$ cat src/rtl/pipe_pkg.sv
// Shared pipeline constants: ALU state codes, RV32I opcode/funct fields, operand-2 source select.
// ID_EX_MULSLT_EN enables the mul/slt decode; undefined, both encodings are illegal.
package pipe_pkg;

    localparam logic [3:0] NOP_STATE = 4'b0000;

    localparam logic [3:0] ST_ADD = 4'b0000;
    localparam logic [3:0] ST_SUB = 4'b0001;
    localparam logic [3:0] ST_SLL = 4'b0010;
    localparam logic [3:0] ST_XOR = 4'b0011;
    localparam logic [3:0] ST_SRL = 4'b0100;
    localparam logic [3:0] ST_OR  = 4'b0101;
    localparam logic [3:0] ST_AND = 4'b0110;
    localparam logic [3:0] ST_BEQ = 4'b1001;
    localparam logic [3:0] ST_BLT = 4'b1010;
    localparam logic [3:0] ST_JAL = 4'b1011;
    localparam logic [3:0] ST_MUL = 4'b1100;
    localparam logic [3:0] ST_SLT = 4'b1110;

    localparam logic [6:0] OP_R      = 7'b0110011;
    localparam logic [6:0] OP_I      = 7'b0010011;
    localparam logic [6:0] OP_LOAD   = 7'b0000011;
    localparam logic [6:0] OP_STORE  = 7'b0100011;
    localparam logic [6:0] OP_BRANCH = 7'b1100011;
    localparam logic [6:0] OP_JAL    = 7'b1101111;

    localparam logic [2:0] F3_ADD = 3'b000;
    localparam logic [2:0] F3_SLL = 3'b001;
    localparam logic [2:0] F3_SLT = 3'b010;
    localparam logic [2:0] F3_XOR = 3'b100;
    localparam logic [2:0] F3_SRL = 3'b101;
    localparam logic [2:0] F3_OR  = 3'b110;
    localparam logic [2:0] F3_AND = 3'b111;
    localparam logic [2:0] F3_LW  = 3'b010;
    localparam logic [2:0] F3_SW  = 3'b010;
    localparam logic [2:0] F3_BEQ = 3'b000;
    localparam logic [2:0] F3_BLT = 3'b100;

    localparam logic [6:0] F7_BASE = 7'b0000000;
    localparam logic [6:0] F7_SUB  = 7'b0100000;
    localparam logic [6:0] F7_MUL  = 7'b0000001;

`ifdef ID_EX_MULSLT_EN
    localparam bit MULSLT_EN = 1'b1;
`else
    localparam bit MULSLT_EN = 1'b0;
`endif

    typedef enum logic [1:0] {
        SRC_RS2   = 2'd0,
        SRC_IMM_I = 2'd1,
        SRC_IMM_S = 2'd2,
        SRC_ZERO  = 2'd3
    } op2_src_t;

    // States whose EX cycle can redirect the PC when the ALU flag is set.
    function automatic logic is_ctrl_state(input logic [3:0] st);
        return (st == ST_BEQ) || (st == ST_BLT) || (st == ST_JAL);
    endfunction

endpackage

$ cat src/rtl/imm_gen.sv
// Combinational RV32I immediate extraction; every form is sign-extended to XLEN.
module imm_gen #(
    parameter int XLEN = 32
) (
    input  logic [31:0]     inst,
    output logic [XLEN-1:0] imm_i,
    output logic [XLEN-1:0] imm_s,
    output logic [XLEN-1:0] imm_b,
    output logic [XLEN-1:0] imm_j
);

    assign imm_i = {{(XLEN-12){inst[31]}}, inst[31:20]};
    assign imm_s = {{(XLEN-12){inst[31]}}, inst[31:25], inst[11:7]};
    // Branch and jump offsets are halfword-aligned, so bit 0 is always zero.
    assign imm_b = {{(XLEN-13){inst[31]}}, inst[31], inst[7], inst[30:25], inst[11:8], 1'b0};
    assign imm_j = {{(XLEN-21){inst[31]}}, inst[31], inst[19:12], inst[20], inst[30:21], 1'b0};

endmodule

$ cat src/rtl/id_ex_stage.sv
// Decode, operand forwarding, load-use stall and branch flush feeding the ID/EX register.
// Build with ID_EX_MULSLT_EN defined to decode mul and slt.
module id_ex_stage #(
    parameter int         XLEN      = 32,
    parameter logic [3:0] NOP_STATE = 4'b0000
) (
    input  logic            clk,
    input  logic            rst,
    input  logic [31:0]     inst_i,
    input  logic [31:0]     inst_addr_i,
    input  logic            id_valid_i,
    input  logic [XLEN-1:0] rs1_data_i,
    input  logic [XLEN-1:0] rs2_data_i,
    input  logic [XLEN-1:0] ex_result_i,
    input  logic            ex_zero_i,
    input  logic [4:0]      mem_rd_i,
    input  logic            mem_wen_i,
    input  logic [XLEN-1:0] mem_data_i,
    output logic            stall_o,
    output logic [3:0]      state_o,
    output logic [XLEN-1:0] operand1_o,
    output logic [XLEN-1:0] operand2_o,
    output logic [31:0]     inst_addr_o,
    output logic [XLEN-1:0] imm_o,
    output logic [XLEN-1:0] store_data_o,
    output logic [4:0]      rd_o,
    output logic            wen_o,
    output logic            mem_read_o,
    output logic            mem_write_o,
    output logic            valid_o
);
    import pipe_pkg::*;

    logic [6:0] opcode, f7;
    logic [2:0] f3;
    logic [4:0] rd, rs1, rs2;
    assign opcode = inst_i[6:0];
    assign rd     = inst_i[11:7];
    assign f3     = inst_i[14:12];
    assign rs1    = inst_i[19:15];
    assign rs2    = inst_i[24:20];
    assign f7     = inst_i[31:25];

    logic [XLEN-1:0] imm_i, imm_s, imm_b, imm_j;
    imm_gen #(.XLEN(XLEN)) u_imm_gen (
        .inst  (inst_i),
        .imm_i (imm_i),
        .imm_s (imm_s),
        .imm_b (imm_b),
        .imm_j (imm_j)
    );

    logic       dec_legal, dec_use_rs1, dec_use_rs2, dec_wen;
    logic       dec_load, dec_store, dec_branch, dec_jal, dec_shift;
    logic [3:0] dec_state;
    op2_src_t   dec_op2_src;

    always_comb begin
        dec_legal   = 1'b0;
        dec_state   = NOP_STATE;
        dec_use_rs1 = 1'b0;
        dec_use_rs2 = 1'b0;
        dec_wen     = 1'b0;
        dec_load    = 1'b0;
        dec_store   = 1'b0;
        dec_branch  = 1'b0;
        dec_jal     = 1'b0;
        dec_shift   = 1'b0;
        dec_op2_src = SRC_RS2;
        case (opcode)
            OP_R: begin
                dec_use_rs1 = 1'b1;
                dec_use_rs2 = 1'b1;
                dec_wen     = 1'b1;
                case ({f7, f3})
                    {F7_BASE, F3_ADD}: begin dec_state = ST_ADD; dec_legal = 1'b1; end
                    {F7_SUB,  F3_ADD}: begin dec_state = ST_SUB; dec_legal = 1'b1; end
                    {F7_BASE, F3_SLL}: begin dec_state = ST_SLL; dec_legal = 1'b1; dec_shift = 1'b1; end
                    {F7_BASE, F3_XOR}: begin dec_state = ST_XOR; dec_legal = 1'b1; end
                    {F7_BASE, F3_SRL}: begin dec_state = ST_SRL; dec_legal = 1'b1; dec_shift = 1'b1; end
                    {F7_BASE, F3_OR }: begin dec_state = ST_OR;  dec_legal = 1'b1; end
                    {F7_BASE, F3_AND}: begin dec_state = ST_AND; dec_legal = 1'b1; end
                    {F7_MUL,  F3_ADD}: begin dec_state = ST_MUL; dec_legal = MULSLT_EN; end
                    {F7_BASE, F3_SLT}: begin dec_state = ST_SLT; dec_legal = MULSLT_EN; end
                    default: ;
                endcase
            end
            OP_I: if (f3 == F3_ADD) begin
                dec_legal = 1'b1; dec_state = ST_ADD; dec_use_rs1 = 1'b1;
                dec_wen = 1'b1; dec_op2_src = SRC_IMM_I;
            end
            OP_LOAD: if (f3 == F3_LW) begin
                dec_legal = 1'b1; dec_state = ST_ADD; dec_use_rs1 = 1'b1;
                dec_wen = 1'b1; dec_load = 1'b1; dec_op2_src = SRC_IMM_I;
            end
            OP_STORE: if (f3 == F3_SW) begin
                dec_legal = 1'b1; dec_state = ST_ADD; dec_use_rs1 = 1'b1;
                dec_use_rs2 = 1'b1; dec_store = 1'b1; dec_op2_src = SRC_IMM_S;
            end
            OP_BRANCH: if (f3 == F3_BEQ || f3 == F3_BLT) begin
                dec_legal = 1'b1; dec_state = (f3 == F3_BEQ) ? ST_BEQ : ST_BLT;
                dec_use_rs1 = 1'b1; dec_use_rs2 = 1'b1; dec_branch = 1'b1;
            end
            OP_JAL: begin
                dec_legal = 1'b1; dec_state = ST_JAL; dec_wen = 1'b1;
                dec_jal = 1'b1; dec_op2_src = SRC_ZERO;
            end
            default: ;
        endcase
    end

    // A load in EX has no result yet, so only non-load producers forward from EX.
    logic            ex_fwd_ok;
    logic [XLEN-1:0] fwd1, fwd2;
    assign ex_fwd_ok = valid_o && wen_o && !mem_read_o;

    always_comb begin
        if (rs1 != 5'd0 && ex_fwd_ok && rd_o == rs1)          fwd1 = ex_result_i;
        else if (rs1 != 5'd0 && mem_wen_i && mem_rd_i == rs1) fwd1 = mem_data_i;
        else                                                  fwd1 = rs1_data_i;
        if (rs2 != 5'd0 && ex_fwd_ok && rd_o == rs2)          fwd2 = ex_result_i;
        else if (rs2 != 5'd0 && mem_wen_i && mem_rd_i == rs2) fwd2 = mem_data_i;
        else                                                  fwd2 = rs2_data_i;
    end

    logic load_use, flush, issue;
    assign load_use = valid_o && mem_read_o && rd_o != 5'd0 && id_valid_i && dec_legal &&
                      ((dec_use_rs1 && rs1 == rd_o) || (dec_use_rs2 && rs2 == rd_o));
    assign flush    = valid_o && is_ctrl_state(state_o) && ex_zero_i;
    assign stall_o  = load_use && !flush;
    assign issue    = id_valid_i && dec_legal && !flush && !load_use;

    logic [XLEN-1:0] op2_d;
    always_comb begin
        case (dec_op2_src)
            SRC_RS2:   op2_d = dec_shift ? {{(XLEN-5){1'b0}}, fwd2[4:0]} : fwd2;
            SRC_IMM_I: op2_d = imm_i;
            SRC_IMM_S: op2_d = imm_s;
            default:   op2_d = '0;
        endcase
    end

    always_ff @(posedge clk) begin
        if (rst || !issue) begin
            state_o      <= NOP_STATE;
            operand1_o   <= '0;
            operand2_o   <= '0;
            inst_addr_o  <= '0;
            imm_o        <= '0;
            store_data_o <= '0;
            rd_o         <= '0;
            wen_o        <= 1'b0;
            mem_read_o   <= 1'b0;
            mem_write_o  <= 1'b0;
            valid_o      <= 1'b0;
        end else begin
            state_o      <= dec_state;
            operand1_o   <= dec_jal ? '0 : fwd1;
            operand2_o   <= op2_d;
            inst_addr_o  <= inst_addr_i;
            imm_o        <= dec_branch ? imm_b : (dec_jal ? imm_j : '0);
            store_data_o <= dec_store ? fwd2 : '0;
            rd_o         <= dec_wen ? rd : 5'd0;
            wen_o        <= dec_wen;
            mem_read_o   <= dec_load;
            mem_write_o  <= dec_store;
            valid_o      <= 1'b1;
        end
    end

endmodule

$ cat config.mk
export PLATFORM = sky130hd
export DESIGN_NAME = id_ex_stage
export DESIGN_NICKNAME = d
export VERILOG_FILES = /design/src/rtl/pipe_pkg.sv /design/src/rtl/imm_gen.sv /design/src/rtl/id_ex_stage.sv
export SDC_FILE = /design/constraint.sdc
export NUM_CORES = 1
export LEC_CHECK = 0
export ABC_AREA = 1
export CORE_ASPECT_RATIO = 1.25
export CORE_MARGIN = 10
export CORE_UTILIZATION = 35
export DETAILED_ROUTE_END_ITERATION = 10
export PLACE_DENSITY = 0.72
export SYNTH_ARGS = -nofsm -noshare
export SYNTH_HDL_FRONTEND = slang
export SYNTH_SLANG_ARGS = --single-unit
$ cat constraint.sdc
create_clock -name clk -period 2.8 [get_ports clk]
set_input_delay 0.28 -clock clk [delete_from_list [all_inputs] [get_ports clk]]
set_output_delay 0.28 -clock clk [all_outputs]
set_load 0.02 [all_outputs]
==> results by group, run 1 <==
Cells and area
  – Area Growth Syn to Fin: 67.54%
  – Fillers: 1,943
  – Share of layout cells above drive strength 1: 11.25%
  – Commonest cells after routing, fill and taps aside: clkdlybuf4s50_1 (373), nand2_1 (198), nor2_1 (188)
  – FF/Latch Area: about 3200 um2
  – Fin nets: between 1,500 and 2,000
  – Commonest non-fill, non-tap cell in the layout: clkdlybuf4s50_1
  – Utilization after layout: 59.59%
  – Area of the multi-input gates: 3267 um2

Setup path
  – R2r startpoint: rd_o[1]
  – Worst Path Arrival: ~2.3 ns
  – Worst Setup EP: stall_o
  – Crit-path max FO: 4
  – Max stage delay cell, worst path: clkdlybuf4s50_1
  – Crit path kind: in -> out
  – Max incr delay on CP: approximately 0.43 ns
  – Reg2reg setup slack: around 0.57 ns
  – Cell Chain, Critical Path: clkdlybuf4s50_1 > nor2_1 > nand3_1 > nor2_1 > nor2_1 > nand2_1 > nand2_1 > a21oi_4 > inv_1 > nor3_1 > dlygate4sd2_1
  – Worst endpoint required time: approximately 2.5 ns
  – Total stage count of the critical path: 11
  – Worst R2R Path Depth: 12
  – CP startpoint: inst_i[31]
  – Delay-heaviest family, CP: simple AND/OR/NAND/NOR gates
  – Reg-to-reg endpoint: operand2_o[5]
  – Buf/Inv on CP: 3
  – Setup crit end kind: primary output
  – Setup crit start kind: primary input
  – Most frequent cell on the critical path: nor2_1

Synth
  – Mean area per synthesized cell: 6.830 um2
  – Sequential share of the synthesized area: between 40% and 50%
  – Synth cell types: 32
  – Synthesis warning total: 0
  – Mapped cell area: between 7000 and 8000 um2
  – Synthesized net count: 1,290
  – Mapped Cells: 1,088
  – Synth Register Bits: ~160

Timing
  – Maximum clock rate: 0.3855 GHz
  – Hold Vio Cnt, Final: 0
  – Crit path time final: about 2.6 ns
  – TNS Setup: 0 ns
  – RSZ-0062 raised after global routing: false
  – # setup viols final: 0
  – Slew @ Worst Pin: 0.6524 ns
  – Setup Skew: roughly 0.0099 ns
  – Fin crit share: between 90% and 100%
  – Count of final max-slew check failures: 0
  – Slew Limit Headroom: roughly 56%

Floorplan
  – Die Width: between 150 and 200 um
  – Core box area: 20,890 um2
  – Die height: 182.9 um
  – Die area: approximately 27,000 um2
  – Starting Density: between 30% and 40%
  – Num rows: between 50 and 60
  – IO Pins: 376

Status
  – Status: completed

Global route
  – Overall Global Routing Usage: 22.89%
  – Number of antenna violations at the first check in global routing: 2
  – Vias in the first global route: about 8,300
  – Total grt overflow: 0
  – Global-route wire length before repair: 48.32 mm
  – Largest net degree at the start of global routing: 59

Job
  – Max Cap Viol: 0

Pwr
  – Net Sw Frac: 25.60%
  – Pwr Density: 423.9 nW/um2
  – Comb pwr share: about an eighth
  – Peak VDD IR: around 0.40 mV
  – Cell internal pwr: ~3900 uW
  – Leak pwr: ~0.0056 uW
  – Net Switching: roughly 1400 uW
  – Flop pwr share: between 40 and 50%
  – Clock group share of total power: between 40% and 50%

Clocking
  – Clock tree from TritonCTS: done
  – H-tree depth: 4
  – Clock buffer depth: 2
  – Clock root buffer: clkbuf_16
  – CTS Buf Count: 17
  – Cts hold-fix bufs: 0
  – Post-CTS Setup Repair Bufs: 0
  – Clock latency on the worst-skew pair: 0.43 ns
  – Worst-path clk slew: ~0.07 ns
  – Post-CTS sizing: 2
  – CTS sink cnt: between 150 and 200

Drt
  – Initial DRC Count: 452
  – DRT Wirelength: ~33 mm
  – Drt pass-1 iters: 7
  – Via-to-Cell Ratio: 4.685
  – Drt wl/cell: between 15 and 20 um
  – Remaining DRCs: 0
  – Antenna Nets Post-Route: 0
  – Vias: between 8,000 and 9,000

Place
  – Post-DP HPWL: approximately 26 mm
  – Port buffer count: 374
  – Placer Congestion: 0.9530

Min path
  – Hold Crit Class: in -> reg
-- stage by stage --
| step | setup slack [ns] | hold WS [ns] | total power [uW] | cells | cell area, um2 |
|---|---|---|---|---|---|
| 2_1_floorplan | 0.7398 | 0.3922 | 2570 | 1088 | 7431 |
| 3_3_place_gp | -0.05880 | 0.8053 | 2992 | 1744 | 11870 |
| 3_5_place_dp | -0.06566 | 0.8111 | 2998 | 1744 | 11870 |
| 4_1_cts | 0.2235 | 0.3546 | 5324 | 1776 | 12450 |
| 5_1_grt | 0.03963 | 0.3600 | 5460 | 1777 | 12450 |
| 6_report | 0.2059 | 0.3726 | 5277 | 1777 | 12450 |
-- cells in the mapped netlist, drive strengths merged --
| cell | number | share of area, % |
|---|---|---|
| nand2 | 201 | 10 |
| o22ai | 1 | 0.084 |
| nand4 | 13 | 1.3 |
| buf | 37 | 3.3 |
| o21bai | 26 | 2.6 |
| nor2 | 231 | 13 |
| o31ai | 1 | 0.10 |
| o211ai | 2 | 0.20 |
| clkbuf | 23 | 1.2 |
| xor2 | 1 | 0.12 |
| conb | 1 | 0.050 |
| inv | 173 | 8.7 |
| a22oi | 5 | 0.51 |
| o21ai | 44 | 3.0 |
| dfxtp | 161 | 43 |
| a21boi | 5 | 0.51 |
| a211oi | 1 | 0.10 |
| nor3 | 7 | 0.61 |
| or2 | 7 | 0.59 |
| clkinv | 3 | 0.15 |
| a21oi | 33 | 2.4 |
| xnor2 | 6 | 0.71 |
| nand3 | 106 | 7.3 |
-- sequential cells by signal, indices dropped and copies added, names as in the netlist, 4 cells and up --
name,flops
operand2_o,32
store_data_o,32
inst_addr_o,32
operand1_o,32
state_o,4
imm_o,20
rd_o,5
-- routing by layer --
| metal | track usage [%] | up-vias | wire, um |
|---|---|---|---|
| met5 | 0 | - | 13 |
| met4 | 7.827 | 2 | 966 |
| met3 | 8.350 | 55 | 3395 |
| met2 | 41.34 | 375 | 16600 |
| met1 | 23.75 | 3764 | 11880 |
| li1 | - | 4129 | - |
-- area by class of cell --
class                           instances  area share (%)
Tap cell                              274           2.754
Clock buffer                           18           3.447
Sequential cell                       161           25.89
Clock inverter                         14           1.176
Multi-Input combinational cell        691           26.24
Antenna cell                            1         0.02010
Inverter                              176           5.307
Timing Repair Buffer                  442           35.17
-- power groups by stage --
stage | logic, uW | registers, uW | clock network [uW]
after floorplan | 222 | 2350 | 0
after global placement | 648 | 2340 | 0
after detailed placement | 654 | 2340 | 0
after CTS | 659 | 2290 | 2370
after global routing | 722 | 2290 | 2450
final | 661 | 2290 | 2320
-- cells by family after synthesis --
family	share of synthesized area [%]
compound gates	9.463
simple gates	32.97
buf+inv	13.32
flops	43.37
other cells	0.05047
xor+xnor	0.8251
-- tightest hold or removal path: stages --
cell and delay (ns):
clkdlybuf4s50_1 0.39, inv_1 0.05, nor2_1 0.03
-- worst min-delay path by stage --
stage,to,cells after the start,start,slack (ns)
finish,inst_addr_o[1],3,inst_addr_i[1],0.37
global route,inst_addr_o[1],3,inst_addr_i[1],0.36
CTS,inst_addr_o[5],3,inst_addr_i[5],0.35
detailed placement,inst_addr_o[7],3,inst_addr_i[7],0.81
global placement,inst_addr_o[1],3,inst_addr_i[1],0.81
floorplan,inst_addr_o[0],2,inst_addr_i[0],0.39
Note: power is estimated with default switching activity, not from simulation.
==> inputs of run 2 (changes only) <==
--- a/config.mk
+++ b/config.mk
@@ -6,11 +6,12 @@
 export NUM_CORES = 1
 export LEC_CHECK = 0
 export ABC_AREA = 1
-export CORE_ASPECT_RATIO = 1.25
+export CORE_ASPECT_RATIO = 0.7
 export CORE_MARGIN = 10
 export CORE_UTILIZATION = 35
 export DETAILED_ROUTE_END_ITERATION = 10
-export PLACE_DENSITY = 0.72
+export PLACE_DENSITY = 0.68
 export SYNTH_ARGS = -nofsm -noshare
 export SYNTH_HDL_FRONTEND = slang
+export SYNTH_HIERARCHICAL = 1
 export SYNTH_SLANG_ARGS = --single-unit
==> results by group, run 2 <==
Clocking
  – CTS sink cnt: 173 (was 161)
  – H-tree depth: 4 (unchanged)
  – Clock root buffer: clkbuf_16 (unchanged)
  – Clock buffer depth: 2 (unchanged)
  – Worst-path clk slew: 0.08 ns (was 0.07 ns)
  – CTS Buf Count: 17 (unchanged)
  – Clock latency on the worst-skew pair: 0.44 ns (was 0.43 ns)
  – Clock tree from TritonCTS: done (unchanged)
  – Cts hold-fix bufs: 0 (unchanged)

Setup path
  – Setup crit start kind: primary input (unchanged)
  – Reg-to-reg endpoint: operand2_o[20] (was operand2_o[5])
  – Reg2reg setup slack: 0.52 ns (was 0.57 ns)
  – Worst endpoint required time: 2.52 ns (about the same)
  – CP startpoint: inst_i[27] (was inst_i[31])
  – Worst Setup EP: stall_o (unchanged)
  – Worst R2R Path Depth: 11 (was 12)
  – Worst Path Arrival: 2.24 ns (was 2.31 ns)
  – Setup crit end kind: primary output (unchanged)
  – Crit-path max FO: 4 (unchanged)
  – R2r startpoint: rd_o[4] (was rd_o[1])
  – Crit path kind: in -> out (unchanged)

Cells and area
  – Post-route cell area: 13,050 um2 (was 12,450 um2)
  – Area Growth Syn to Fin: 44.23% (was 67.54%)
  – Commonest cells after routing, fill and taps aside: clkdlybuf4s50_1 (373), nand2_1 (302), nor2_1 (200) (was clkdlybuf4s50_1 (373), nand2_1 (198), nor2_1 (188))
  – Share of layout cells above drive strength 1: 6.839% (was 11.25%)
  – Fin nets: 1,812 (was 1,691)
  – Fillers: 2,466 (was 1,943)
  – Commonest non-fill, non-tap cell in the layout: clkdlybuf4s50_1 (unchanged)
  – # diodes: 0 (was 1)

Synth
  – Prevailing post-synth register cell: dfxtp_1 (unchanged)
  – EDFF count, synth: 0 (unchanged)
  – Mean area per synthesized cell: 6.691 um2 (was 6.830 um2)
  – Count leader, synth: nand2_1 (unchanged)
  – Mapped Cells: 1,352 (was 1,088)
  – Ranking of synthesized cells by area: dfxtp_1 (38%), nand2_1 (13%), buf_4 (11%), nor2_1 (8.4%), inv_1 (8.0%) (was dfxtp_1 (43%), nand2_1 (10%), nor2_1 (9.6%), inv_1 (8.4%), nand3_1 (6.9%))
  – Synth cell types: 40 (was 32)
  – Area leader, netlist: dfxtp_1 (unchanged)
  – Ys async rst share: 0% (unchanged)
  – Synth Register Bits: 173 (was 161)
  – Mapped cell area: 9046 um2 (was 7431 um2)
  – Sequential share of the synthesized area: 38.28% (was 43.37%)
  – Synthesis warning total: 6 (was 0)
  – Synth cell count leaders: nand2_1 (304), nor2_1 (202), inv_1 (192), dfxtp_1 (173), buf_4 (129) (was nand2_1 (201), nor2_1 (191), inv_1 (166), dfxtp_1 (161), nand3_1 (103))
  – Share of the synthesized area in the top cell type: 38.28% (was 43.37%)

Place
  – Port buffer count: 375 (was 374)
  – Placed cell area: 12,440 um2 (was 11,870 um2)
  – Pre-CTS WS: -0.007065 ns (was -0.06566 ns)
  – Placer Congestion: 0.9473 (was 0.9530)
  – Post-DP HPWL: 28.63 mm (was 25.57 mm)

Floorplan
  – IO Pins: 376 (unchanged)
  – Num rows: 49 (was 59)
  – Die Width: 212.2 um (was 150.3 um)
  – Starting Density: 35.38% (was 35.57%)
  – Die area: 32,780 um2 (was 27,500 um2)
  – Die height: 154.5 um (was 182.9 um)
  – Core box area: 25,570 um2 (was 20,890 um2)

Timing
  – Slew @ Worst Pin: 0.9489 ns (was 0.6524 ns)
  – Hold Vio Cnt, Final: 0 (unchanged)
  – Maximum clock rate: 0.3972 GHz (was 0.3855 GHz)
  – Setup Skew: 0.01415 ns (was 0.009909 ns)
  – # setup viols final: 0 (unchanged)
  – Slew Limit Headroom: 36.73% (was 56.24%)
  – Fin crit share: 89.93% (was 92.64%)
  – Count of final max-slew check failures: 0 (unchanged)
  – Setup ws final: 0.2821 ns (was 0.2059 ns)
  – RSZ-0062 raised after global routing: false (unchanged)
  – Crit path time final: 2.518 ns (was 2.594 ns)

Global route
  – Number of antenna violations at the first check in global routing: 1 (was 2)
  – Largest net degree at the start of global routing: 75 (was 59)
  – Vias in the first global route: 8,723 (was 8,256)
  – Overall Global Routing Usage: 21.65% (was 22.89%)
  – Global-route wire length before repair: 54.41 mm (was 48.32 mm)
  – Total grt overflow: 0 (unchanged)

Drt
  – Remaining DRCs: 0 (unchanged)
  – Top routing layer in use: met5 (unchanged)
  – Routed wl met2: 16.01 mm (was 16.60 mm)
  – DRT Wirelength: 36.63 mm (was 32.86 mm)
  – Routed wire length on met3: 4.299 mm (was 3.395 mm)
  – Drt wl/cell: 18.74 um (was 18.49 um)
  – Via-to-Cell Ratio: 4.669 (was 4.685)
  – Vias: 9,123 (was 8,325)
  – Antenna Nets Post-Route: 0 (unchanged)
  – Met1 WL: 15.46 mm (was 11.88 mm)
  – Initial DRC Count: 817 (was 452)
  – Drt pass-1 iters: 6 (was 7)

Status
  – Status: completed (unchanged)

Pwr
  – Peak VDD IR: 0.4026 mV (was 0.3966 mV)
  – Pwr Density: 426.7 nW/um2 (was 423.9 nW/um2)
  – Leak pwr: 0.006007 uW (was 0.005630 uW)

Min path
  – Worst Hold Depth: 3 (unchanged)
  – Worst Hold Launch: inst_addr_i[30] (was inst_addr_i[1])
  – Hold Crit Class: in -> reg (unchanged)

Job
  – Max Cap Viol: 0 (unchanged)
==> run 2: per-stage QoR <==
stage,hold WS (ns),utilization [%],power (uW),setup TNS [ns],instances
after floorplan,0.3922,-,2863,0,1353
after global placement,0.8034,48.65,3172,0,1922
after detailed placement,0.8067,48.65,3178,-0.007065,1922
after CTS,0.3325,51.04,5636,0,1954
after global routing,0.3444,51.04,5803,0,1954
final,0.3563,51.04,5567,0,1954
==> run 2: critical path: stages <==
cell and delay (ns):
clkdlybuf4s50_1 0.42, nor2_1 0.28, nand3_1 0.18, nor2_1 0.18, nor2_1 0.08, nand3_1 0.07
nand2_1 0.06, a21oi_2 0.15, inv_1 0.05, nor3_1 0.11, dlygate4sd2_1 0.38
==> run 2: how the worst min path moves through the flow <==
stage | to | slack, ns
detailed placement | inst_addr_o[12] | 0.81
global placement | inst_addr_o[14] | 0.80
global route | inst_addr_o[2] | 0.34
CTS | inst_addr_o[28] | 0.33
floorplan | inst_addr_o[0] | 0.39
finish | inst_addr_o[30] | 0.36
==> run 2: cells by family after synthesis <==
logic type / count (synthesis) / synth area share, %
and+or+nand+nor: 628 / 28.38
buffers and inverters: 389 / 22.27
DFF: 173 / 38.28
AOI/OAI and AO/OA: 154 / 10.35
xor gates and xnor gates: 7 / 0.6777
other: 1 / 0.04145
==> run 2: routing by layer <==
layer / global-route usage (%) / up-vias
met4: 6.828 / 2
li1: - / 4517
met3: 7.935 / 44
met5: 0 / -
met2: 33.04 / 480
met1: 27.72 / 4080
==> run 2: power breakdown <==
| part | switching [uW] | internal [uW] | leakage [uW] |
|---|---|---|---|
| logic | 312 | 358 | 0.00432 |
| registers | 0.0533 | 2460 | 0.00139 |
| clock network | 1220 | 1220 | 0.000299 |
| total | 1530 | 4040 | 0.00601 |
==> run 2: cell type report <==
type | count | area (um2) | area share [%]
timing repair buffer | 424 | 4203 | 32.21
multi-input combinational | 791 | 3595 | 27.55
clock buffer | 17 | 425.4 | 3.260
clock inverter | 15 | 185.2 | 1.419
inverter | 203 | 762.0 | 5.840
tap | 331 | 414.1 | 3.174
sequential | 173 | 3463 | 26.54
==> run 2: timing repair <==
item / 4_1_cts / 5_1_grt
setup buffers: 0 / 0
gates resized for setup: 1 / 0
setup endpoints to repair: 1 / 0
==> inputs of run 3 (changes only) <==
--- a/config.mk
+++ b/config.mk
@@ -10,6 +10,7 @@
 export CORE_MARGIN = 10
 export CORE_UTILIZATION = 35
 export DETAILED_ROUTE_END_ITERATION = 10
+export HOLD_SLACK_MARGIN = 0.08
 export PLACE_DENSITY = 0.68
 export SYNTH_ARGS = -nofsm -noshare
 export SYNTH_HDL_FRONTEND = slang
==> results of run 3 <==
No change in the layout: final DEF, timing and power equal those of run 2.
